## src/rtl/ahb_arbiter.sv

```systemverilog
// ---------------------------------------------------------------------------
// ahb_arbiter
//
// Shares one AHB-Lite slave fabric between up to eight bus masters (the
// debug-UART AHB master plus DMA/test masters). Round-robin priority with a
// burst-boundary-aware handover, locked-transfer hold and a default master
// that owns the bus whenever nobody is asking for it.
//
// Parameters:
//   NUM_MST   number of masters (2..8)
//   DEF_MST   default master index, granted after reset and when idle
//
// Ports:
//   HCLK       in   1        clock
//   HRST_N     in   1        asynchronous active-low reset
//   HBUSREQ    in   NUM_MST  per-master bus request
//   HLOCK      in   NUM_MST  per-master locked-transfer request
//   HTRANS     in   2        transfer type of the current bus owner
//   HBURST     in   3        burst type of the current bus owner
//   HREADY     in   1        slave ready
//   HRESP      in   2        slave response
//   HGRANT     out  NUM_MST  one-hot grant
//   HMASTER    out  3        index of the master owning the address phase
//   HMASTLOCK  out  1        current address phase is locked
// ---------------------------------------------------------------------------
module ahb_arbiter #(
    parameter int NUM_MST = 4,
    parameter int DEF_MST = 0
) (
    input  logic               HCLK,
    input  logic               HRST_N,
    input  logic [NUM_MST-1:0] HBUSREQ,
    input  logic [NUM_MST-1:0] HLOCK,
    input  logic [1:0]         HTRANS,
    input  logic [2:0]         HBURST,
    input  logic               HREADY,
    input  logic [1:0]         HRESP,
    output logic [NUM_MST-1:0] HGRANT,
    output logic [2:0]         HMASTER,
    output logic               HMASTLOCK
);

    localparam logic [1:0] TRANS_IDLE   = 2'd0;
    localparam logic [1:0] TRANS_NONSEQ = 2'd2;
    localparam logic [1:0] TRANS_SEQ    = 2'd3;

    localparam logic [2:0] BURST_SINGLE = 3'd0;
    localparam logic [2:0] BURST_INCR   = 3'd1;

    localparam logic [1:0] RESP_OKAY    = 2'd0;
    localparam logic [1:0] RESP_ERROR   = 2'd1;

    localparam logic [2:0] DEF_IDX      = 3'(DEF_MST);

    logic [2:0] grant_idx;
    logic [2:0] rr_ptr;
    logic [2:0] next_grant;
    logic [2:0] scan_idx;
    logic [3:0] beat_cnt;
    logic [3:0] beat_cnt_next;
    logic [3:0] burst_load;
    logic [7:0] req8;
    logic [7:0] lock8;
    logic       grantee_lock;
    logic       at_boundary;
    logic       arb;
    logic       req_found;

    // Remaining beats after the first one of a fixed-length burst. Plain
    // INCR has no known length, so it loads zero and is always interruptible.
    always_comb begin
        burst_load = 4'd0;
        case (HBURST)
            3'b010, 3'b011: burst_load = 4'd3;
            3'b100, 3'b101: burst_load = 4'd7;
            3'b110, 3'b111: burst_load = 4'd15;
            default:        burst_load = 4'd0;
        endcase
    end

    // Beat counter: reload on NONSEQ, count down (saturating) on SEQ, hold on
    // BUSY/IDLE. An ERROR completion abandons the burst, so the count is
    // cleared; RETRY/SPLIT completions leave it untouched because the master
    // will re-issue the same beat.
    always_comb begin
        beat_cnt_next = beat_cnt;
        if (HREADY) begin
            if (HRESP == RESP_ERROR) begin
                beat_cnt_next = 4'd0;
            end else if (HRESP == RESP_OKAY) begin
                if (HTRANS == TRANS_NONSEQ) begin
                    beat_cnt_next = burst_load;
                end else if (HTRANS == TRANS_SEQ) begin
                    beat_cnt_next = (beat_cnt == 4'd0) ? 4'd0 : beat_cnt - 4'd1;
                end
            end
        end
    end

    // Arbitration point: the bus may change hands only on a completed,
    // non-locked transfer that sits on a burst boundary. A non-OKAY
    // completion never re-arbitrates; the owner keeps the bus to retry or
    // to cancel.
    always_comb begin
        req8         = 8'(HBUSREQ);
        lock8        = 8'(HLOCK);
        grantee_lock = lock8[grant_idx];
        at_boundary  = (HTRANS == TRANS_IDLE)
                    || ((HTRANS == TRANS_NONSEQ)
                        && ((HBURST == BURST_SINGLE) || (HBURST == BURST_INCR)))
                    || ((HTRANS == TRANS_SEQ) && (beat_cnt == 4'd1))
                    || (HBURST == BURST_INCR);
        arb          = HREADY && (HRESP == RESP_OKAY) && !HMASTLOCK
                    && !grantee_lock && at_boundary;
    end

    // Round-robin pick: scan upward from the pointer, skipping the current
    // grantee so it is only considered after everyone else. With no request
    // at all the bus parks on the default master.
    always_comb begin
        next_grant = DEF_IDX;
        req_found  = 1'b0;
        scan_idx   = 3'd0;
        for (int i = 1; i <= NUM_MST; i++) begin
            scan_idx = 3'((int'(rr_ptr) + i) % NUM_MST);
            if (!req_found && (scan_idx != grant_idx) && req8[scan_idx]) begin
                req_found  = 1'b1;
                next_grant = scan_idx;
            end
        end
        if (!req_found && req8[grant_idx]) begin
            req_found  = 1'b1;
            next_grant = grant_idx;
        end
    end

    // Grant, pointer and address-phase ownership registers. The pointer only
    // follows real requesters so parking on the default master does not
    // disturb the rotation. HMASTER/HMASTLOCK advance only when the slave
    // accepts the current transfer.
    always_ff @(posedge HCLK or negedge HRST_N) begin
        if (!HRST_N) begin
            grant_idx <= DEF_IDX;
            rr_ptr    <= DEF_IDX;
            beat_cnt  <= 4'd0;
            HMASTER   <= DEF_IDX;
            HMASTLOCK <= 1'b0;
        end else begin
            beat_cnt <= beat_cnt_next;
            if (arb) begin
                grant_idx <= next_grant;
                if (req_found) begin
                    rr_ptr <= next_grant;
                end
            end
            if (HREADY) begin
                HMASTER   <= grant_idx;
                HMASTLOCK <= lock8[grant_idx];
            end
        end
    end

    // One-hot grant decoded straight from the registered grant index.
    always_comb begin
        HGRANT = NUM_MST'(1) << grant_idx;
    end

endmodule

```

## config.mk

```make
export PLATFORM = sky130hd
export DESIGN_NAME = ahb_arbiter
export DESIGN_NICKNAME = d
export VERILOG_FILES = /design/src/rtl/ahb_arbiter.sv
export SDC_FILE = /design/constraint.sdc
export NUM_CORES = 1
export LEC_CHECK = 0
export ABC_AREA = 1
export BUFFER_PORTS_ARGS = -buffer_cell sky130_fd_sc_hd__buf_2
export CORE_MARGIN = 5
export CORE_UTILIZATION = 47
export CTS_CLUSTER_DIAMETER = 40
export CTS_CLUSTER_SIZE = 14
export DETAILED_ROUTE_END_ITERATION = 6
export PLACE_DENSITY = 0.74
export SLEW_MARGIN = 5
export SYNTH_ARGS = -nofsm -noshare
export SYNTH_HDL_FRONTEND = slang
export SYNTH_SLANG_ARGS = --single-unit
```

## constraint.sdc

```tcl
create_clock -name HCLK -period 1.4 [get_ports HCLK]
set_input_delay 0.07 -clock HCLK [delete_from_list [all_inputs] [get_ports HCLK]]
set_output_delay 0.07 -clock HCLK [all_outputs]
set_load 0.03 [all_outputs]
```

==> flow_summary_export.csv <==
group,metric,value,unit
outcome,status,"finished with violations",
outcome,failed_checks,"setup timing",
detailed_routing,vias_per_cell,4.992,
finish,drive_gt1_frac,0.4350,
clocking,clock_latency,270,ps
timing,slew_viol_final,0,
finish,nNetsFinal,242,
run,maxCapViolations,0,
worst_setup_path,r2r_end,"rr_ptr[0]",
floorplan,die_x,57.65,µm
place,place.gp.congestion,0.8578,
synthesis,synthFlopType,"dfrtp_1",
synthesis,synth_area_leaders,"dfrtp_1 26%, nand2_1 21%, nor2_1 9.1%, inv_1 6.3%, nand2_2 5.9%",
timing,fin_crit,1641,ps
grt,grt_pass1_wl,4974,µm
detailed_routing,wire_per_inst,11.79,µm
worst_setup_path,crit_fanout,5,
min_path,hp-start,"HBURST[1]",
floorplan,start_util,0.4872,
synthesis,ys_types,24,
finish,diodes,0,
place,dp_slack,-298.0,ps
floorplan,fp.dieArea,3324,µm²
timing,period_share,1.172,
synthesis,synth_enable_flop_cells,0,
synthesis,synthDominantCellAreaShare,0.2579,
synthesis,ys_top_cells_by_count,"59 x nand2_1, 26 x nor2_1, 18 x inv_1",
floorplan,io_pins,26,
clocking,cts_buffers,3,
detailed_routing,drt_wl_total,2959,µm
synthesis,synth.avg_cell_area,6.030,µm²
finish,syn_to_final_growth,43.14,%
worst_setup_path,crit_required,1560,ps
synthesis,synthCells,177,
min_path,worstHoldPathCells,3,
timing,rsz0062_at_grt,"yes",
detailed_routing,drtPass1Iterations,5,
timing,timing.hold.ws,102.3,ps
min_path,min_to,"beat_cnt[3]",
worst_setup_path,r2r-start,"grant_idx[1]",
timing,setup_viol,4,
worst_setup_path,start_kind,"register",
clocking,cts_tree,"done",
timing,setup_slack,-240.5,ps
detailed_routing,antenna_left,0,
synthesis,netlist_area,1067,µm²
power_and_ir_drop,power_density,2455,nW/µm²
worst_setup_path,rr_worst_depth,13,
grt,grt_usage,0.1867,
floorplan,core,2191,µm²
clocking,htree_levels,1,
worst_setup_path,critPathCaptureType,"register",
floorplan,fp.dieH,57.65,µm
synthesis,synthArstFlopShare,1.000,
clocking,clk_pin_slew,70,ps
worst_setup_path,cp.arrival,1800,ps
synthesis,ys_seq_area_frac,0.2579,
grt,grt_max_degree,12,
synthesis,synth_area_leader_cell,"dfrtp_1",
place,dp_hpwl,2328,µm
clocking,root_buffer,"clkbuf_4",
timing,hold_violations,0,
detailed_routing,vias,1253,
synthesis,ys_seq_elements,11,
clocking,cts_buffer_depth,2,
floorplan,rows,17,
timing,skew,7.620,ps
place,io_buffers,24,
min_path,min_path_type,"in2reg",
power_and_ir_drop,total_power,3.751,mW
timing,fmax,609.6,MHz
finish,nFillCells,189,
detailed_routing,drc_errors,0,
power_and_ir_drop,ir_worst_vdd,0.001693,V
power_and_ir_drop,leakage,0.8254,nW
clocking,cts_sinks,11,
grt,antenna_found_initial,0,
worst_setup_path,r2r_slack,-240,ps
synthesis,synth_fp_nets,195,
synthesis,ys_warn_count,0,
grt,grt_pass1_vias,1175,
worst_setup_path,criticalPathCategory,"reg2reg",
synthesis,yosysMostFrequentCell,"nand2_1",
detailed_routing,drt_iter0_drc,31,
grt,grt_overflow,0,
how the worst max path moves through the flow:
stage,startpoint,end,slack [ps],cells after the start
4_1_cts,grant_idx[1],rr_ptr[0],-240,13
6_report,grant_idx[1],rr_ptr[0],-240,13
2_1_floorplan,grant_idx[1],rr_ptr[1],-30,13
3_3_place_gp,grant_idx[1],grant_idx[1],-290,12
5_1_grt,grant_idx[1],rr_ptr[0],-400,13
3_5_place_dp,grant_idx[1],grant_idx[1],-300,14
flip-flops by register name, summed over array words and instances (netlist names):
name,cells
HMASTER,2
HMASTLOCK,1
beat_cnt,4
grant_idx,2
rr_ptr,2
layout by cell type, fill, tap and decap left out, types with 2 or more instances in the layout:
cell      count
inv_1        16
o21ai_0       5
nand3_1       6
nand2_2      19
nand2_4       5
nand3_2       5
inv_4         3
nor2_2        2
dfrtp_1       7
nor2_4        3
dfrtp_2       4
nor2_1       22
buf_6         6
a21oi_1       4
inv_2         2
nand3_4       2
nor3_1        3
nand2_1      49
buf_2        22
clkbuf_4      3
o22ai_1       4
nand4_1       3
buf_4        16
where the power goes:
group	switching, mW	total, mW	internal, mW
clock network	0.111	0.221	0.110
logic	1.71	2.92	1.21
registers	0.181	0.613	0.432
total	2.00	3.75	1.75
repair_timing:
| action | CTS | global route |
|---|---|---|
| buffers inserted | 2 | 3 |
| hold endpoints to repair | 11 | 0 |
| resized for setup | 12 | 13 |
| setup endpoints to repair | 5 | 4 |
| hold buffers | 1 | 0 |
| pin swaps | 8 | 9 |
cell type report:
cell class | instances | area, µm² | share of cell area
clock buffers | 4 | 26.28 | 0.01720
repair buffers | 46 | 327.8 | 0.2146
well taps | 28 | 35.03 | 0.02293
flip-flops and latches | 11 | 280.3 | 0.1835
multi-input cells | 138 | 750.7 | 0.4914
inverters | 24 | 107.6 | 0.07043
worst max-delay path: stages, from the launching register on:
cell and delay (ps):
dfrtp_2 470, buf_6 150, nand2_2 60, nand2_2 60, nand2_2 80, nand3_4 120
nand3_4 100, nand2_4 60, nor2_4 100, nand2_2 70, nor2_1 100, nor2_1 60
nand2_1 60, nand2_1 40
per-layer routing:
layer,vias up,GRT usage,wire (µm)
met5,-,0,0
met4,0,0.03311,32
met3,6,0.04677,127
met2,38,0.3129,1434
met1,564,0.2452,1365
li1,645,-,-
cells by family (layout without fill, tap and decap cells):
| family | after synthesis | count (layout) | share of synthesized area |
|---|---|---|---|
| and+or+nand+nor | 120 | 120 | 0.5287 |
| buffers and inverters | 28 | 74 | 0.1160 |
| AOI/OAI and AO/OA | 17 | 17 | 0.09379 |
| DFF | 11 | 11 | 0.2579 |
| other | 1 | 1 | 0.003514 |
stage by stage:
stage,util,area [µm²],std cells,setup TNS [ps]
2_1_floorplan,-,1149,177,-86.23
3_3_place_gp,0.6356,1393,241,-1045
3_5_place_dp,0.6356,1393,241,-1115
4_1_cts,0.6728,1474,248,-855.3
5_1_grt,0.6973,1528,251,-1379
6_report,0.6973,1528,251,-905.9
(Power assumes the default switching activity.)
